<file path="src/rtl/mc_controller.sv">
// mc_controller: multi-cycle control FSM for a small MIPS subset.
// Define MC_CTRL_MEMWAIT_EN to add the mem_ready handshake and wait timeout.
module mc_controller #(
  parameter int unsigned MEM_TIMEOUT = 15
) (
  input  logic       clk,
  input  logic       reset,
  input  logic [5:0] op,
  input  logic [5:0] func,
  input  logic       zero,
  input  logic       mem_ready,
  output logic       pc_we,
  output logic       ir_we,
  output logic       reg_we,
  output logic       mem_re,
  output logic       mem_we,
  output logic [2:0] alu_ctrl,
  output logic [1:0] alu_src_b,
  output logic [1:0] reg_dst,
  output logic [1:0] wb_sel,
  output logic [1:0] pc_src,
  output logic       alu_src_a,
  output logic       ext_sign,
  output logic       byte_en,
  output logic       instr_done,
  output logic       trap
);

  typedef enum logic [3:0] {
    FETCH, DECODE, EXEC_R, EXEC_I, MEM_ADDR, MEM_RD, MEM_WR,
    WB_ALU, WB_MEM, BRANCH, JUMP, TRAP
  } state_t;

  localparam logic [5:0] OP_RTYPE = 6'h00;
  localparam logic [5:0] OP_JAL   = 6'h03;
  localparam logic [5:0] OP_BEQ   = 6'h04;
  localparam logic [5:0] OP_ORI   = 6'h0D;
  localparam logic [5:0] OP_LUI   = 6'h0F;
  localparam logic [5:0] OP_LW    = 6'h23;
  localparam logic [5:0] OP_SB    = 6'h28;
  localparam logic [5:0] OP_SW    = 6'h2B;
  localparam logic [5:0] FN_SLL   = 6'h00;
  localparam logic [5:0] FN_JR    = 6'h08;
  localparam logic [5:0] FN_ADDU  = 6'h21;
  localparam logic [5:0] FN_SUBU  = 6'h23;

  state_t     state, state_nxt;
  logic [5:0] op_r, func_r;
  logic       mem_go;
  logic       timeout;

`ifdef MC_CTRL_MEMWAIT_EN
  logic [7:0] wait_cnt;
  logic       mem_state;

  assign mem_state = (state == FETCH) || (state == MEM_RD) || (state == MEM_WR);
  assign mem_go    = mem_ready;
  // The cycle that would make the count reach MEM_TIMEOUT diverts to TRAP.
  assign timeout   = mem_state && !mem_ready && (wait_cnt == 8'(MEM_TIMEOUT - 1));

  always_ff @(posedge clk or negedge reset) begin
    if (!reset)                           wait_cnt <= '0;
    else if (state_nxt != state)          wait_cnt <= '0;
    else if (mem_state && !mem_ready)     wait_cnt <= wait_cnt + 8'd1;
  end
`else
  logic unused_memwait;

  assign mem_go         = 1'b1;
  assign timeout        = 1'b0;
  assign unused_memwait = mem_ready ^ (MEM_TIMEOUT == 0);
`endif

  always_ff @(posedge clk or negedge reset) begin
    if (!reset) state <= FETCH;
    else        state <= state_nxt;
  end

  // Later states decode from the copy captured in DECODE, not the live IR.
  always_ff @(posedge clk or negedge reset) begin
    if (!reset) begin
      op_r   <= '0;
      func_r <= '0;
    end else if (state == DECODE) begin
      op_r   <= op;
      func_r <= func;
    end
  end

  always_comb begin
    state_nxt = state;
    case (state)
      FETCH: begin
        if (timeout)     state_nxt = TRAP;
        else if (mem_go) state_nxt = DECODE;
      end
      DECODE: begin
        case (op)
          OP_RTYPE: begin
            case (func)
              FN_SLL, FN_ADDU, FN_SUBU: state_nxt = EXEC_R;
              FN_JR:                    state_nxt = JUMP;
              default:                  state_nxt = TRAP;
            endcase
          end
          OP_ORI, OP_LUI:      state_nxt = EXEC_I;
          OP_LW, OP_SW, OP_SB: state_nxt = MEM_ADDR;
          OP_BEQ:              state_nxt = BRANCH;
          OP_JAL:              state_nxt = JUMP;
          default:             state_nxt = TRAP;
        endcase
      end
      EXEC_R, EXEC_I: state_nxt = WB_ALU;
      MEM_ADDR:       state_nxt = (op_r == OP_LW) ? MEM_RD : MEM_WR;
      MEM_RD: begin
        if (timeout)     state_nxt = TRAP;
        else if (mem_go) state_nxt = WB_MEM;
      end
      MEM_WR: begin
        if (timeout)     state_nxt = TRAP;
        else if (mem_go) state_nxt = FETCH;
      end
      WB_ALU, WB_MEM, BRANCH, JUMP: state_nxt = FETCH;
      TRAP:    state_nxt = TRAP;
      default: state_nxt = FETCH;
    endcase
  end

  always_comb begin
    pc_we      = 1'b0;
    ir_we      = 1'b0;
    reg_we     = 1'b0;
    mem_re     = 1'b0;
    mem_we     = 1'b0;
    alu_ctrl   = 3'b000;
    alu_src_b  = 2'b00;
    reg_dst    = 2'b00;
    wb_sel     = 2'b00;
    pc_src     = 2'b00;
    alu_src_a  = 1'b0;
    ext_sign   = 1'b0;
    byte_en    = 1'b0;
    instr_done = 1'b0;
    trap       = 1'b0;
    case (state)
      FETCH: begin
        mem_re    = 1'b1;
        ir_we     = mem_go;
        pc_we     = mem_go;
        alu_src_b = 2'b01;
      end
      DECODE: begin
        alu_src_b = 2'b11;
        ext_sign  = 1'b1;
      end
      EXEC_R: begin
        alu_src_a = 1'b1;
        alu_ctrl  = (func_r == FN_SUBU) ? 3'b001 : 3'b000;
      end
      EXEC_I: begin
        alu_src_a = 1'b1;
        alu_src_b = 2'b10;
        alu_ctrl  = (op_r == OP_LUI) ? 3'b011 : 3'b010;
      end
      MEM_ADDR: begin
        alu_src_a = 1'b1;
        alu_src_b = 2'b10;
        ext_sign  = 1'b1;
      end
      MEM_RD: mem_re = 1'b1;
      MEM_WR: begin
        mem_we     = mem_go;
        byte_en    = (op_r == OP_SB);
        instr_done = mem_go;
      end
      WB_ALU: begin
        reg_we     = 1'b1;
        reg_dst    = (op_r == OP_RTYPE) ? 2'b01 : 2'b00;
        instr_done = 1'b1;
      end
      WB_MEM: begin
        reg_we     = 1'b1;
        wb_sel     = 2'b01;
        instr_done = 1'b1;
      end
      BRANCH: begin
        alu_src_a  = 1'b1;
        alu_ctrl   = 3'b001;
        ext_sign   = 1'b1;
        pc_src     = 2'b01;
        pc_we      = zero;
        instr_done = 1'b1;
      end
      JUMP: begin
        pc_we      = 1'b1;
        instr_done = 1'b1;
        if (op_r == OP_JAL) begin
          pc_src  = 2'b10;
          reg_we  = 1'b1;
          reg_dst = 2'b10;
          wb_sel  = 2'b10;
        end else begin
          pc_src  = 2'b11;
        end
      end
      TRAP:    trap = 1'b1;
      default: ;
    endcase
    // Outputs stay quiet while reset is held, even though state already reads FETCH.
    if (!reset) begin
      pc_we      = 1'b0;
      ir_we      = 1'b0;
      reg_we     = 1'b0;
      mem_re     = 1'b0;
      mem_we     = 1'b0;
      alu_ctrl   = 3'b000;
      alu_src_b  = 2'b00;
      reg_dst    = 2'b00;
      wb_sel     = 2'b00;
      pc_src     = 2'b00;
      alu_src_a  = 1'b0;
      ext_sign   = 1'b0;
      byte_en    = 1'b0;
      instr_done = 1'b0;
      trap       = 1'b0;
    end
  end

endmodule
</file>
<file path="config.mk">
export PLATFORM = sky130hd
export DESIGN_NAME = mc_controller
export DESIGN_NICKNAME = d
export VERILOG_FILES = /design/src/rtl/mc_controller.sv
export SDC_FILE = /design/constraint.sdc
export NUM_CORES = 1
export LEC_CHECK = 0
export CORE_UTILIZATION = 30
export CTS_BUF_LIST = sky130_fd_sc_hd__clkbuf_8 sky130_fd_sc_hd__clkbuf_16
export CTS_CLUSTER_DIAMETER = 80
export DETAILED_ROUTE_END_ITERATION = 7
export HOLD_SLACK_MARGIN = 0.06
export REMOVE_ABC_BUFFERS = 1
export SYNTH_ARGS = -nofsm -noshare
export SYNTH_HDL_FRONTEND = slang
export SYNTH_SLANG_ARGS = --single-unit
</file>
<file path="constraint.sdc">
create_clock -name clk -period 1.7 [get_ports clk]
set_input_delay 0.255 -clock clk [delete_from_list [all_inputs] [get_ports clk]]
set_output_delay 0.255 -clock clk [all_outputs]
set_load 0.01 [all_outputs]
</file>
==> impl_metrics.csv <==
group,metric,value,unit
power,total_power,3.55,mW
synthesis,synth-seq-cells,16,
power,ir_worst_vdd,541,µV
route,drc_errors,0,
worst_hold_path,min_path_type,"in2async",
synthesis,postSynthAreaPerCell,8.59,µm²
layout,drive_above_1_share,0.567,
global_route,grt_max_degree,15,
power,p_int,2.17,mW
outcome,status,"finished with violations",
placed_design,place_area,0.00187,mm²
run,drv_cap,0,
critical_path,crit_end,"alu_ctrl[0]",
clock_tree,htreeDepth,1,
clock_tree,clock_latency,250,ps
sta,setup_slack,-228,ps
sta,fmaxAchievable,0.519,GHz
synthesis,netlist_top_cells_count,"16 x dfrtp_1, 13 x nor3_1, 12 x nand2_1",
die,die_w,66.0,µm
layout,n_fill_cell,334,
critical_path,setup.worst_path.end_class,"primary output",
global_route,gr-total-overflow,0,
layout,seqCellArea,404,µm²
sta,rsz0062_at_grt,"true",
global_route,grt_pass1_vias,1455,
outcome,failed_checks,"setup timing",
synthesis,synth_mux_area_frac,0.110,
power,seqPwrFrac,0.204,
route,wl_per_cell,14.9,µm
layout,antennaDiodeCount,0,
layout,post-route-cell-area,0.00218,mm²
critical_path,startpoint,"func_r[4]",
clock_tree,cts_tree,"yes",
critical_path,reg2reg_slack,60,ps
clock_tree,cts_sinks,16,
synthesis,yosysMostFrequentCell,"dfrtp_1",
die,rows,22,
synthesis,async_reset_ff_frac,1.00,
synthesis,yosysTopAreaCell,"dfrtp_1",
global_route,grt_pass1_wl,6580,µm
sta,hold_viol,0,
die,io_pins,37,
die,core,0.00380,mm²
synthesis,synth-xor-area-share,0,
clock_tree,path_clk_slew,60,ps
clock_tree,cts_root_buf,"clkbuf_8",
synthesis,synth-main-ff-cell,"dfrtp_1",
route,viasPerCell,5.31,
die,die_area,0.00436,mm²
sta,fin_skew,1.37,ps
synthesis,synth_area,0.00123,mm²
critical_path,critical_path.max_fanout,2,
synthesis,synth_cell_type_count,43,
power,clkPwrFrac,0.094,
synthesis,synth_edf_count,0,
global_route,track_usage,0.193,
layout,multi_input_area,928,µm²
synthesis,synth_top_family_by_area,"simple AND/OR/NAND/NOR gates",
critical_path,r2r-start,"state[1]",
critical_path,worst_ep_required_time,1440,ps
route,drt-total-wl,4060,µm
synthesis,synthSimpleGateAreaFrac,0.322,
route,antenna_left,0,
critical_path,crit_type,"reg2out",
route,drt-initial-drc-count,45,
power,p_sw,1.38,mW
synthesis,synth_compound_area_frac,0.173,
layout,syn_to_final_growth,77.2,%
placed_design,io_buffers,34,
critical_path,worstPathArrival,1670,ps
placed_design,hpwlAfterDp,2790,µm
sta,finalMaxSlewViolations,0,
synthesis,yosysWarnings,0,
synthesis,synthTopCellsByArea,"dfrtp_1 33%, mux2_2 10%, nor3_1 5.3%",
synthesis,synth_top_cell_area_share,0.326,
layout,nNetsFinal,241,
clock_tree,cts_buffers,3,
power,comb_power_share,0.702,
sta,setup_viol,9,
critical_path,startpoint_type,"register",
global_route,antenna_found_initial,0,
critical_path,r2r_end,"state[3]",
clock_tree,postCtsHoldBufs,0,
route,drt_first_pass_iters,4,
sta,finalCriticalPeriod,1930,ps
placed_design,routabilityCongestion,0.880,
die,fp.dieH,66.0,µm
synthesis,synth-adder-area-share,0,
clock_tree,clock_path_buffers,2,
synthesis,seq_area_frac_synth,0.326,
sta,period_share,1.13,
die,start_util,0.323,
critical_path,reg2regPathDepth,7,
power,switching_share,0.389,
synthesis,netlist_instances,143,
power,power_density,1630,mW/mm²
route,vias,1443,
power,p_leak,0.951,nW
## flip-flops by register name, indices dropped and copies added (netlist names)
| register | flops |
|---|---|
| func_r | 6 |
| op_r | 6 |
| state | 4 |
## kinds of logic (layout without fill, tap and decap cells)
kind of cell,Yosys count,in the layout
buf+inv,14,95
compound gates,31,31
simple gates,69,69
other cells,1,1
flops,16,16
mux,12,12
## power by group through the flow
stage	sequential [mW]	combinational [mW]	clock, mW
finish	0.725	2.49	0.335
global route	0.752	2.67	0.355
CTS	0.716	2.20	0.342
detailed placement	0.724	1.81	0
global placement	0.711	1.79	0
floorplan	0.763	0.773	0
## layout by cell type, fill, tap and decap left out, types with 4 or more instances in the layout
master / instances
dfrtp_1: 13
clkbuf_8: 4
a21oi_1: 5
nand3_1: 4
nor3_1: 10
mux2_2: 11
nand2_1: 9
buf_4: 41
nor2_1: 5
buf_2: 15
buf_6: 9
clkdlybuf4s50_1: 13
and3_1: 4
## critical path, stage by stage (launching register included)
cell and delay (ps):
dfrtp_1 380, or4b_4 530, nor3_2 120, o21ai_1 80
a21oi_1 150, buf_2 160
## metal layers
metal / global-route usage / wire [µm]
met4: 0.0612 / 33
met3: 0.0328 / 190
met2: 0.349 / 2040
met5: 0 / 0
met1: 0.230 / 1790
## per-stage QoR
stage          setup WS [ps]  TNS, ps  utilization  hold WS, ps  instances
2_1_floorplan           3.82        0            -        -40.6        133
3_5_place_dp            -582    -8000        0.492          476        254
3_3_place_gp            -441    -7090        0.492          471        254
6_report                -228     -747        0.573          271        272
5_1_grt                 -286    -1610        0.573          286        272
4_1_cts                 -205     -768        0.551          250        271
## area by class of cell
class / instances / area share
multi-input cells: 113 / 0.426
inverters: 4 / 0.00805
flip-flops and latches: 16 / 0.186
repair buffers: 87 / 0.327
well taps: 48 / 0.0276
clock buffers: 4 / 0.0253
## worst min path at each step
stage	start	end	slack (ps)	cells after the start
floorplan	reset	func_r[0]	-40	0
global placement	func_r[0]	func_r[0]	470	1
detailed placement	func_r[0]	func_r[0]	480	1
CTS	reset	state[2]	250	3
global route	reset	func_r[4]	290	3
finish	reset	state[1]	270	3
## what timing repair did
item / in CTS / in global routing
endpoints found under the setup margin: 20 / 22
buffers inserted: 13 / 2
gates resized for setup: 102 / 37
pin swaps: 12 / 10
Note: power is estimated with default switching activity, not from simulation.
